File: src/rtl/alsu_pkg.sv
// Shared types and constants for the ALSU seven-segment result display.
// Optional feature macro used by alsu_seg_scanner: SEG_LEADING_ZERO_BLANK_EN.
package alsu_pkg;

    localparam int NUM_DIGITS = 4;
    localparam int BCD_SHIFTS = 6;

    typedef enum logic {
        IDLE = 1'b0,
        CONV = 1'b1
    } state_t;

    // Active-low segment codes, bit order {g,f,e,d,c,b,a}
    localparam logic [6:0] SEG_0     = 7'b1000000;
    localparam logic [6:0] SEG_1     = 7'b1111001;
    localparam logic [6:0] SEG_2     = 7'b0100100;
    localparam logic [6:0] SEG_3     = 7'b0110000;
    localparam logic [6:0] SEG_4     = 7'b0011001;
    localparam logic [6:0] SEG_5     = 7'b0010010;
    localparam logic [6:0] SEG_6     = 7'b0000010;
    localparam logic [6:0] SEG_7     = 7'b1111000;
    localparam logic [6:0] SEG_8     = 7'b0000000;
    localparam logic [6:0] SEG_9     = 7'b0010000;
    localparam logic [6:0] SEG_MINUS = 7'b0111111;
    localparam logic [6:0] SEG_BLANK = 7'b1111111;

    function automatic logic [6:0] seg_encode(input logic [3:0] d);
        logic [6:0] s;
        case (d)
            4'd0:    s = SEG_0;
            4'd1:    s = SEG_1;
            4'd2:    s = SEG_2;
            4'd3:    s = SEG_3;
            4'd4:    s = SEG_4;
            4'd5:    s = SEG_5;
            4'd6:    s = SEG_6;
            4'd7:    s = SEG_7;
            4'd8:    s = SEG_8;
            4'd9:    s = SEG_9;
            default: s = SEG_BLANK;
        endcase
        return s;
    endfunction

endpackage

File: src/rtl/alsu_bcd_shift.sv
// Iterative shift-add-3 binary-to-BCD converter for a 6-bit magnitude (0..63).
// Loads on start, shifts once per cycle, and pulses done after the last shift.
module alsu_bcd_shift
    import alsu_pkg::*;
(
    input  logic       clk,
    input  logic       rst,
    input  logic       start,
    input  logic [5:0] mag,
    output logic       busy,
    output logic       done,
    output logic [3:0] ones,
    output logic [3:0] tens
);

    logic [5:0]  bin;
    logic [7:0]  bcd;
    logic [2:0]  cnt;
    logic [3:0]  adj_ones;
    logic [3:0]  adj_tens;
    logic [13:0] shifted;

    // Correct each BCD digit before the shift so it carries properly into the next
    always_comb begin
        adj_ones = (bcd[3:0] >= 4'd5) ? bcd[3:0] + 4'd3 : bcd[3:0];
        adj_tens = (bcd[7:4] >= 4'd5) ? bcd[7:4] + 4'd3 : bcd[7:4];
        shifted  = {adj_tens, adj_ones, bin} << 1;
    end

    always_ff @(posedge clk or posedge rst) begin
        if (rst) begin
            bin  <= '0;
            bcd  <= '0;
            cnt  <= '0;
            busy <= 1'b0;
            done <= 1'b0;
        end else begin
            done <= 1'b0;
            if (start) begin
                bin  <= mag;
                bcd  <= '0;
                cnt  <= '0;
                busy <= 1'b1;
            end else if (busy) begin
                bcd <= shifted[13:6];
                bin <= shifted[5:0];
                cnt <= cnt + 3'd1;
                if (cnt == 3'(BCD_SHIFTS - 1)) begin
                    busy <= 1'b0;
                    done <= 1'b1;
                end
            end
        end
    end

    assign ones = bcd[3:0];
    assign tens = bcd[7:4];

endmodule

File: src/rtl/alsu_seg_scanner.sv
// Captures an ALSU result, converts it to BCD and multiplexes it onto a 4-digit display.
// Define SEG_LEADING_ZERO_BLANK_EN to blank leading zero digits.
module alsu_seg_scanner
    import alsu_pkg::*;
#(
    parameter int REFRESH_DIV = 50000
) (
    input  logic       clk,
    input  logic       rst,
    input  logic       load,
    input  logic [5:0] value,
    input  logic       signed_mode,
    output logic       busy,
    output logic       done,
    output logic [3:0] anode,
    output logic [6:0] cathode
);

    localparam int             PW       = $clog2(REFRESH_DIV);
    localparam logic [PW-1:0]  PRE_LAST = PW'(REFRESH_DIV - 1);

    state_t      state;
    logic        neg_q;
    logic        start;
    logic        sign_in;
    logic [5:0]  mag;
    logic        bcd_busy;
    logic        bcd_done;
    logic [3:0]  bcd_ones;
    logic [3:0]  bcd_tens;

    logic [3:0]  bank_ones;
    logic [3:0]  bank_tens;
    logic        bank_neg;
    logic        valid;

    logic        bank_wr;
    logic [3:0]  ones_nxt;
    logic [3:0]  tens_nxt;
    logic        neg_nxt;
    logic        valid_nxt;
    logic [PW-1:0] pre;
    logic [PW-1:0] pre_nxt;
    logic [1:0]  idx;
    logic [1:0]  idx_nxt;
    logic [6:0]  seg_nxt;
    logic [3:0]  anode_nxt;
    logic [6:0]  cathode_nxt;

    // Handshake: load is a one-cycle request honoured only while busy is low;
    // requests seen while busy are dropped, and done marks the bank update.
    assign start   = (state == IDLE) && load;
    assign sign_in = value[5] & signed_mode;
    assign mag     = sign_in ? (~value + 6'd1) : value;
    assign bank_wr = (state == CONV) && bcd_done;

    alsu_bcd_shift u_bcd (
        .clk   (clk),
        .rst   (rst),
        .start (start),
        .mag   (mag),
        .busy  (bcd_busy),
        .done  (bcd_done),
        .ones  (bcd_ones),
        .tens  (bcd_tens)
    );

    always_ff @(posedge clk or posedge rst) begin
        if (rst) begin
            state     <= IDLE;
            busy      <= 1'b0;
            done      <= 1'b0;
            neg_q     <= 1'b0;
            bank_ones <= '0;
            bank_tens <= '0;
            bank_neg  <= 1'b0;
            valid     <= 1'b0;
        end else begin
            done <= 1'b0;
            case (state)
                IDLE: begin
                    if (load) begin
                        state <= CONV;
                        busy  <= 1'b1;
                        neg_q <= sign_in;
                    end
                end
                CONV: begin
                    if (bcd_done) begin
                        state     <= IDLE;
                        busy      <= 1'b0;
                        done      <= 1'b1;
                        bank_ones <= bcd_ones;
                        bank_tens <= bcd_tens;
                        bank_neg  <= neg_q;
                        valid     <= 1'b1;
                    end else if (!bcd_busy) begin
                        // Converter idle without a result: recover instead of hanging
                        state <= IDLE;
                        busy  <= 1'b0;
                    end
                end
                default: state <= IDLE;
            endcase
        end
    end

    // Outputs are computed from next-cycle bank/index so anode and cathode move together
    always_comb begin
        ones_nxt  = bank_wr ? bcd_ones : bank_ones;
        tens_nxt  = bank_wr ? bcd_tens : bank_tens;
        neg_nxt   = bank_wr ? neg_q    : bank_neg;
        valid_nxt = valid | bank_wr;

        pre_nxt = pre;
        idx_nxt = idx;
        if (!valid) begin
            pre_nxt = '0;
            idx_nxt = '0;
        end else if (pre == PRE_LAST) begin
            pre_nxt = '0;
            idx_nxt = idx + 2'd1;
        end else begin
            pre_nxt = pre + 1'b1;
        end

        case (idx_nxt)
            2'd0: seg_nxt = seg_encode(ones_nxt);
`ifdef SEG_LEADING_ZERO_BLANK_EN
            2'd1: seg_nxt = (tens_nxt == 4'd0) ? SEG_BLANK : seg_encode(tens_nxt);
            2'd2: seg_nxt = SEG_BLANK;
            default: seg_nxt = neg_nxt ? SEG_MINUS : SEG_BLANK;
`else
            2'd1: seg_nxt = seg_encode(tens_nxt);
            2'd2: seg_nxt = SEG_0;
            default: seg_nxt = neg_nxt ? SEG_MINUS : SEG_0;
`endif
        endcase

        anode_nxt   = valid_nxt ? (4'b0001 << idx_nxt) : 4'b0000;
        cathode_nxt = valid_nxt ? seg_nxt : SEG_BLANK;
    end

    always_ff @(posedge clk or posedge rst) begin
        if (rst) begin
            pre     <= '0;
            idx     <= '0;
            anode   <= 4'b0000;
            cathode <= SEG_BLANK;
        end else begin
            pre     <= pre_nxt;
            idx     <= idx_nxt;
            anode   <= anode_nxt;
            cathode <= cathode_nxt;
        end
    end

endmodule

File: config.mk
export PLATFORM = sky130hd
export DESIGN_NAME = alsu_seg_scanner
export DESIGN_NICKNAME = d
export VERILOG_FILES = /design/src/rtl/alsu_pkg.sv /design/src/rtl/alsu_bcd_shift.sv /design/src/rtl/alsu_seg_scanner.sv
export SDC_FILE = /design/constraint.sdc
export NUM_CORES = 1
export LEC_CHECK = 0
export CAP_MARGIN = 5
export CORE_UTILIZATION = 50
export CTS_BUF_LIST = sky130_fd_sc_hd__clkbuf_4
export CTS_CLUSTER_SIZE = 14
export DETAILED_ROUTE_END_ITERATION = 6
export PLACE_DENSITY = 0.8
export SLEW_MARGIN = 20
export SYNTH_ARGS = -nofsm -noshare
export SYNTH_HDL_FRONTEND = slang
export SYNTH_SLANG_ARGS = --single-unit
export TNS_END_PERCENT = 5
File: constraint.sdc
create_clock -name clk -period 5.3 [get_ports clk]
set_clock_uncertainty 0.15 [all_clocks]
set_input_delay 1.06 -clock clk [delete_from_list [all_inputs] [get_ports clk]]
set_output_delay 1.06 -clock clk [all_outputs]
set_load 0.05 [all_outputs]
==> results.cfg, run 1 <==
[setup_path]
worst_r2r_endpoint = cathode[6]
r2r_cells = 10
arrival_ps = 1740
end_kind = output port
crit_path_start_kind = flip-flop
r2r_setup_slack_ps = 2720
path_max_fanout = 1
cp_cell_sequence = clkdlybuf4s50_1
crit_type = reg2out
max_stage_delay_ps = 790
cp_num_cells = 1
reg2reg_from = state
crit_start = cathode[1]
crit_slowest_cell = clkdlybuf4s50_1
cp.required_ps = 4090
worst-path-buf-inv = 1
crit_family = buffers and inverters
worstSetupEndpoint = cathode[1]

[placed_design]
dp.cells = 427
io_buffers = 22
dp_hpwl_um = 4111
dpl_cell_area_um2 = 3622
place_congestion = 0.8552

[final_layout]
antenna_cells = 0
areaGrowthSynthToFinish_pct = 11.31
final_cell_mix = dfrtp_1 (55), nor2_1 (38), nand2_1 (26), clkdlybuf4s50_1 (22), a21oi_1 (21)
utilization_pct = 58.23
final_area_um2 = 3719
drive_above_1_share_pct = 10.71
layoutNonFillerInstCount = 441
final_common_cell = dfrtp_1
final_nets = 391

[synth]
synth_top_family_by_area = simple AND/OR/NAND/NOR gates
synth_adder_area_share_pct = 7.491
synthMuxAreaShare_pct = 6.742
synthFlopType = dfrtp_1
syn_inst = 337
synthXorXnorAreaFrac_pct = 5.768
synth_nets = 367
ys_types = 49
synth-seq-area-share_pct = 46.70
ys_ff_latch = 62
synth-edff-count = 0
synthSimpleGateAreaFrac_pct = 18.50
synth_warnings = 0
netlist_area_um2 = 3341
synth_async_sr_flop_share_pct = 100.0
synth_compound_area_share_pct = 10.82
avgSynthCellArea_um2 = 9.913

[drt]
drtAntennaViolNets = 0
drt-pass1-iter-count = 4
drtIter0Drc = 150
viasPerCell = 5.458
wirelength_um = 5883
wl_per_cell_um = 13.34
drc = 0
vias = 2407

[timing]
fin_setup_tns_ps = 0
max_freq_mhz = 339.6
hold_violations = 0
period_share_pct = 55.57
finalSetupViolations = 0
worstMarginPinSlew_ps = 909.8
rsz0062_at_grt = no
drv_slew = 0
relSlewSlack_pct = 39.35
whs_ps = 377.0
final.min_clock_period_ps = 2945

[global_routing]
grt_pass1_wl_um = 10520
grt_pass1_vias = 2362
grt_max_degree = 63
antenna_found_initial = 0
grt_usage_pct = 18.88
grt-ovfl-total = 0

[power_and_ir_drop]
vdd_ir_drop_max_v = 0.0003661
leakage_nw = 1.826
power.density_nw_per_um2 = 523.0

[clocking]
post_cts_buffers = 0
cts_tree = built
cts_hold_buf = 0
clkSinkCount = 62
numCtsBuffers = 9
cts_resized = 0
cts_buffer_depth = 2
cts.clk_slew.worst_paths_ps = 120
htree_levels = 3
insertion_delay_ps = 410
root_buffer = clkbuf_4

[floorplan]
die_area_um2 = 7012
io_pins = 23
start_util_pct = 52.31
die_x_um = 83.74
fp-row-count = 29
die_h_um = 83.74
core-area_um2 = 6386

[job]
maxCapViolCount = 0

[worst_hold_path]
min_from = neg_q
whs_path_depth = 2
hold_class = reg2reg

[outcome]
status = complete, no violations
-- cell usage after synthesis, drive strengths merged (2+ instances only) --
cell	count	share of area (%)
clkbuf	7	0.79
dfrtp	55	41
nand4	6	1.1
and3	8	1.6
nand3	12	1.8
xnor2	5	1.3
nand2b	6	1.1
a31oi	2	0.56
nor3	3	0.45
o21ai	22	3.3
nand2	27	3.3
nor4bb	2	0.60
mux2	3	1.0
dfstp	7	5.5
ha	20	7.5
and2	2	0.37
a21oi	21	3.1
buf	4	0.71
xor2	17	4.5
a221o	2	0.60
nor3b	3	0.67
a21o	3	0.67
a211oi	3	0.67
nand3b	3	0.67
mux2i	18	5.7
nor2	38	4.3
inv	22	2.5
or3	4	0.90
-- power breakdown --
group | leakage (nW) | internal [mW] | switching (mW)
clock network | 0.0600 | 0.0992 | 0.162
registers | 0.792 | 0.645 | 0.150
logic | 0.974 | 0.361 | 0.527
-- kinds of logic (layout without fill, tap and decap cells) --
family / after synthesis / in the layout
buffers and inverters: 33 / 60
adders and majority gates: 20 / 20
and+or+nand+nor: 119 / 119
DFF: 62 / 62
AOI/OAI and AO/OA: 60 / 60
xor gates and xnor gates: 22 / 22
muxes: 21 / 21
-- routing by layer --
metal  part of all wire [%]  wire length [um]  track usage, %
met5                      0                 0               0
met4                    2.6               153           9.707
met3                    2.3               138           3.264
met1                     47              2738           24.43
met2                     48              2851           30.52
-- through the flow --
step	total power, mW	worst slack (ps)
final	1.945	2355
after global routing	2.113	2316
after floorplan	1.469	2560
after global placement	1.654	2706
after CTS	1.960	2358
after detailed placement	1.701	2669
-- final cells by class --
class | count | area (um2)
tap | 77 | 96.34
clock buffer | 11 | 82.58
fill | 552 | 2668
timing repair buffer | 24 | 235.2
sequential | 62 | 1560
multi-input combinational | 242 | 1648
clock inverter | 3 | 13.76
inverter | 22 | 82.58
-- sequential cells by signal, summed over array words and instances (netlist names), 2 cells and up --
signal and flops:
pre 16, u_bcd.bcd 8, cathode 7, u_bcd.bin 6, anode 4, bank_ones 4
bank_tens 4, u_bcd.cnt 3, idx 2
-- how the worst min path moves through the flow --
stage / to
after floorplan: neg_q
after global placement: neg_q
after detailed placement: neg_q
after CTS: neg_q
after global routing: bank_neg
final: neg_q
Power figures use the tool's default switching activity.
==> run 2, diff against run 1 <==
--- a/config.mk
+++ b/config.mk
@@ -10,7 +10,7 @@
 export CTS_BUF_LIST = sky130_fd_sc_hd__clkbuf_4
 export CTS_CLUSTER_SIZE = 14
 export DETAILED_ROUTE_END_ITERATION = 6
-export PLACE_DENSITY = 0.8
+export PLACE_DENSITY = 0.83
 export SLEW_MARGIN = 20
 export SYNTH_ARGS = -nofsm -noshare
 export SYNTH_HDL_FRONTEND = slang
==> constraint.sdc (replaced) <==
create_clock -name clk -period 2.5 [get_ports clk]
set_clock_uncertainty 0.15 [all_clocks]
set_input_delay 0.5 -clock clk [delete_from_list [all_inputs] [get_ports clk]]
set_output_delay 0.5 -clock clk [all_outputs]
set_load 0.05 [all_outputs]
==> results.cfg, run 2 (synthesis gave the netlist of run 1 again) <==
[clocking]
cts.clk_slew.worst_paths_ps = 110
cts_tree = built
root_buffer = clkbuf_4
insertion_delay_ps = 410
clkSinkCount = 62
htree_levels = 3
numCtsBuffers = 9
cts_hold_buf = 0
cts_buffer_depth = 2

[global_routing]
grt_pass1_wl_um = 11040
grt_pass1_vias = 2460
grt-ovfl-total = 0
grt_max_degree = 46
grt_usage_pct = 19.84
antenna_found_initial = 0

[floorplan]
core-area_um2 = 6386
die_area_um2 = 7012
start_util_pct = 52.31
die_h_um = 83.74
die_x_um = 83.74
fp-row-count = 29
io_pins = 23

[power_and_ir_drop]
leakage_nw = 1.876
power.density_nw_per_um2 = 1133
vdd_ir_drop_max_v = 0.0007664

[setup_path]
max_stage_delay_ps = 790
worst_r2r_endpoint = cathode[4]
reg2reg_from = pre[1]
worst-path-buf-inv = 1
cp_cell_sequence = clkdlybuf4s50_1
end_kind = output port
r2r_cells = 6
arrival_ps = 1730
crit_start = cathode[2]
crit_path_start_kind = flip-flop
crit_family = buffers and inverters
crit_type = reg2out
cp.required_ps = 1850
r2r_setup_slack_ps = 170
crit_slowest_cell = clkdlybuf4s50_1
path_max_fanout = 1

[drt]
wirelength_um = 6289
viasPerCell = 5.520
drtAntennaViolNets = 0
wl_per_cell_um = 13.98
drt-pass1-iter-count = 4
vias = 2484
drtIter0Drc = 164
drc = 0

[final_layout]
final_common_cell = dfrtp_1
largest_register_ffs = 16
final_cell_mix = dfrtp_1 (55), nor2_1 (38), nand2_1 (26), clkdlybuf4s50_1 (22), a21oi_1 (21)
regMostFlops = pre
utilization_pct = 59.93
drive_above_1_share_pct = 13.40
antenna_cells = 0
final_nets = 398
areaGrowthSynthToFinish_pct = 14.57
reg_top3 = pre (16), u_bcd.bcd (8), cathode (7)

[timing]
period_share_pct = 95.25
relSlewSlack_pct = 64.30
rsz0062_at_grt = no
drv_slew = 0
worstMarginPinSlew_ps = 520.6
max_freq_mhz = 419.9
finalSetupViolations = 0
fin_setup_tns_ps = 0
hold_violations = 0
final.min_clock_period_ps = 2381

[placed_design]
io_buffers = 22
place_congestion = 0.8626
dp_hpwl_um = 4498

[job]
maxCapViolCount = 0

[outcome]
status = complete, no violations

[worst_hold_path]
hold_class = in2async
## run 2: cell types whose count changed in the layout (fill, tap and decap cells not counted), sizes merged
cell,delta
clkbuf,-1
clkinv,+2
bufinv,+1
buf,+7
## run 2: per-layer routing
layer | share of wire, % | GRT usage, % | routed length, um
met1 | 44 | 25.85 | 2797
met2 | 50 | 31.56 | 3149
met3 | 3.9 | 5.143 | 244
met4 | 1.5 | 8.166 | 97
met5 | 0 | 0 | 0
## run 2: layout make-up
cell class              count  area [um2]
clock buffers              10       75.07
clock inverters             6       52.55
fillers                   523        2559
inverters                  22       82.58
multi-input cells         242        1660
flip-flops and latches     62        1560
well taps                  77       96.34
repair buffers             31       300.3
## run 2: per-stage QoR
| step | total power, mW | hold WS (ps) | setup slack (ps) | cells | instance area [um2] |
|---|---|---|---|---|---|
| after CTS | 4.352 | 237.5 | 63.60 | 450 | 3815 |
| after global placement | 3.584 | 322.7 | 177.2 | 434 | 3687 |
| after global routing | 4.685 | 264.1 | 15.67 | 450 | 3827 |
| final | 4.338 | 237.1 | 118.8 | 450 | 3827 |
| after detailed placement | 3.686 | 332.8 | 91.06 | 434 | 3687 |
| after floorplan | 3.115 | 294.4 | 289.2 | 337 | 3341 |
## run 2: how the worst max path moves through the flow
stage	cells past startpoint	endpoint	slack, ps
CTS	10	cathode[6]	60
global route	10	cathode[6]	20
detailed placement	10	cathode[6]	90
finish	1	cathode[2]	120
global placement	10	cathode[6]	180
floorplan	8	cathode[4]	290
## run 2: what timing repair did
| item | 4_1_cts | 5_1_grt |
|---|---|---|
| endpoints found under the setup margin | 0 | 2 |
| buffers inserted | 0 | 0 |
| resized for setup | 0 | 3 |
## run 2: power by group
| group | leakage, nW | total (mW) | switching, mW | internal [mW] |
|---|---|---|---|---|
| Clock | 0.0750 | 0.663 | 0.358 | 0.305 |
| Sequential | 0.792 | 1.63 | 0.255 | 1.37 |
| Combinational | 1.01 | 2.05 | 1.21 | 0.842 |
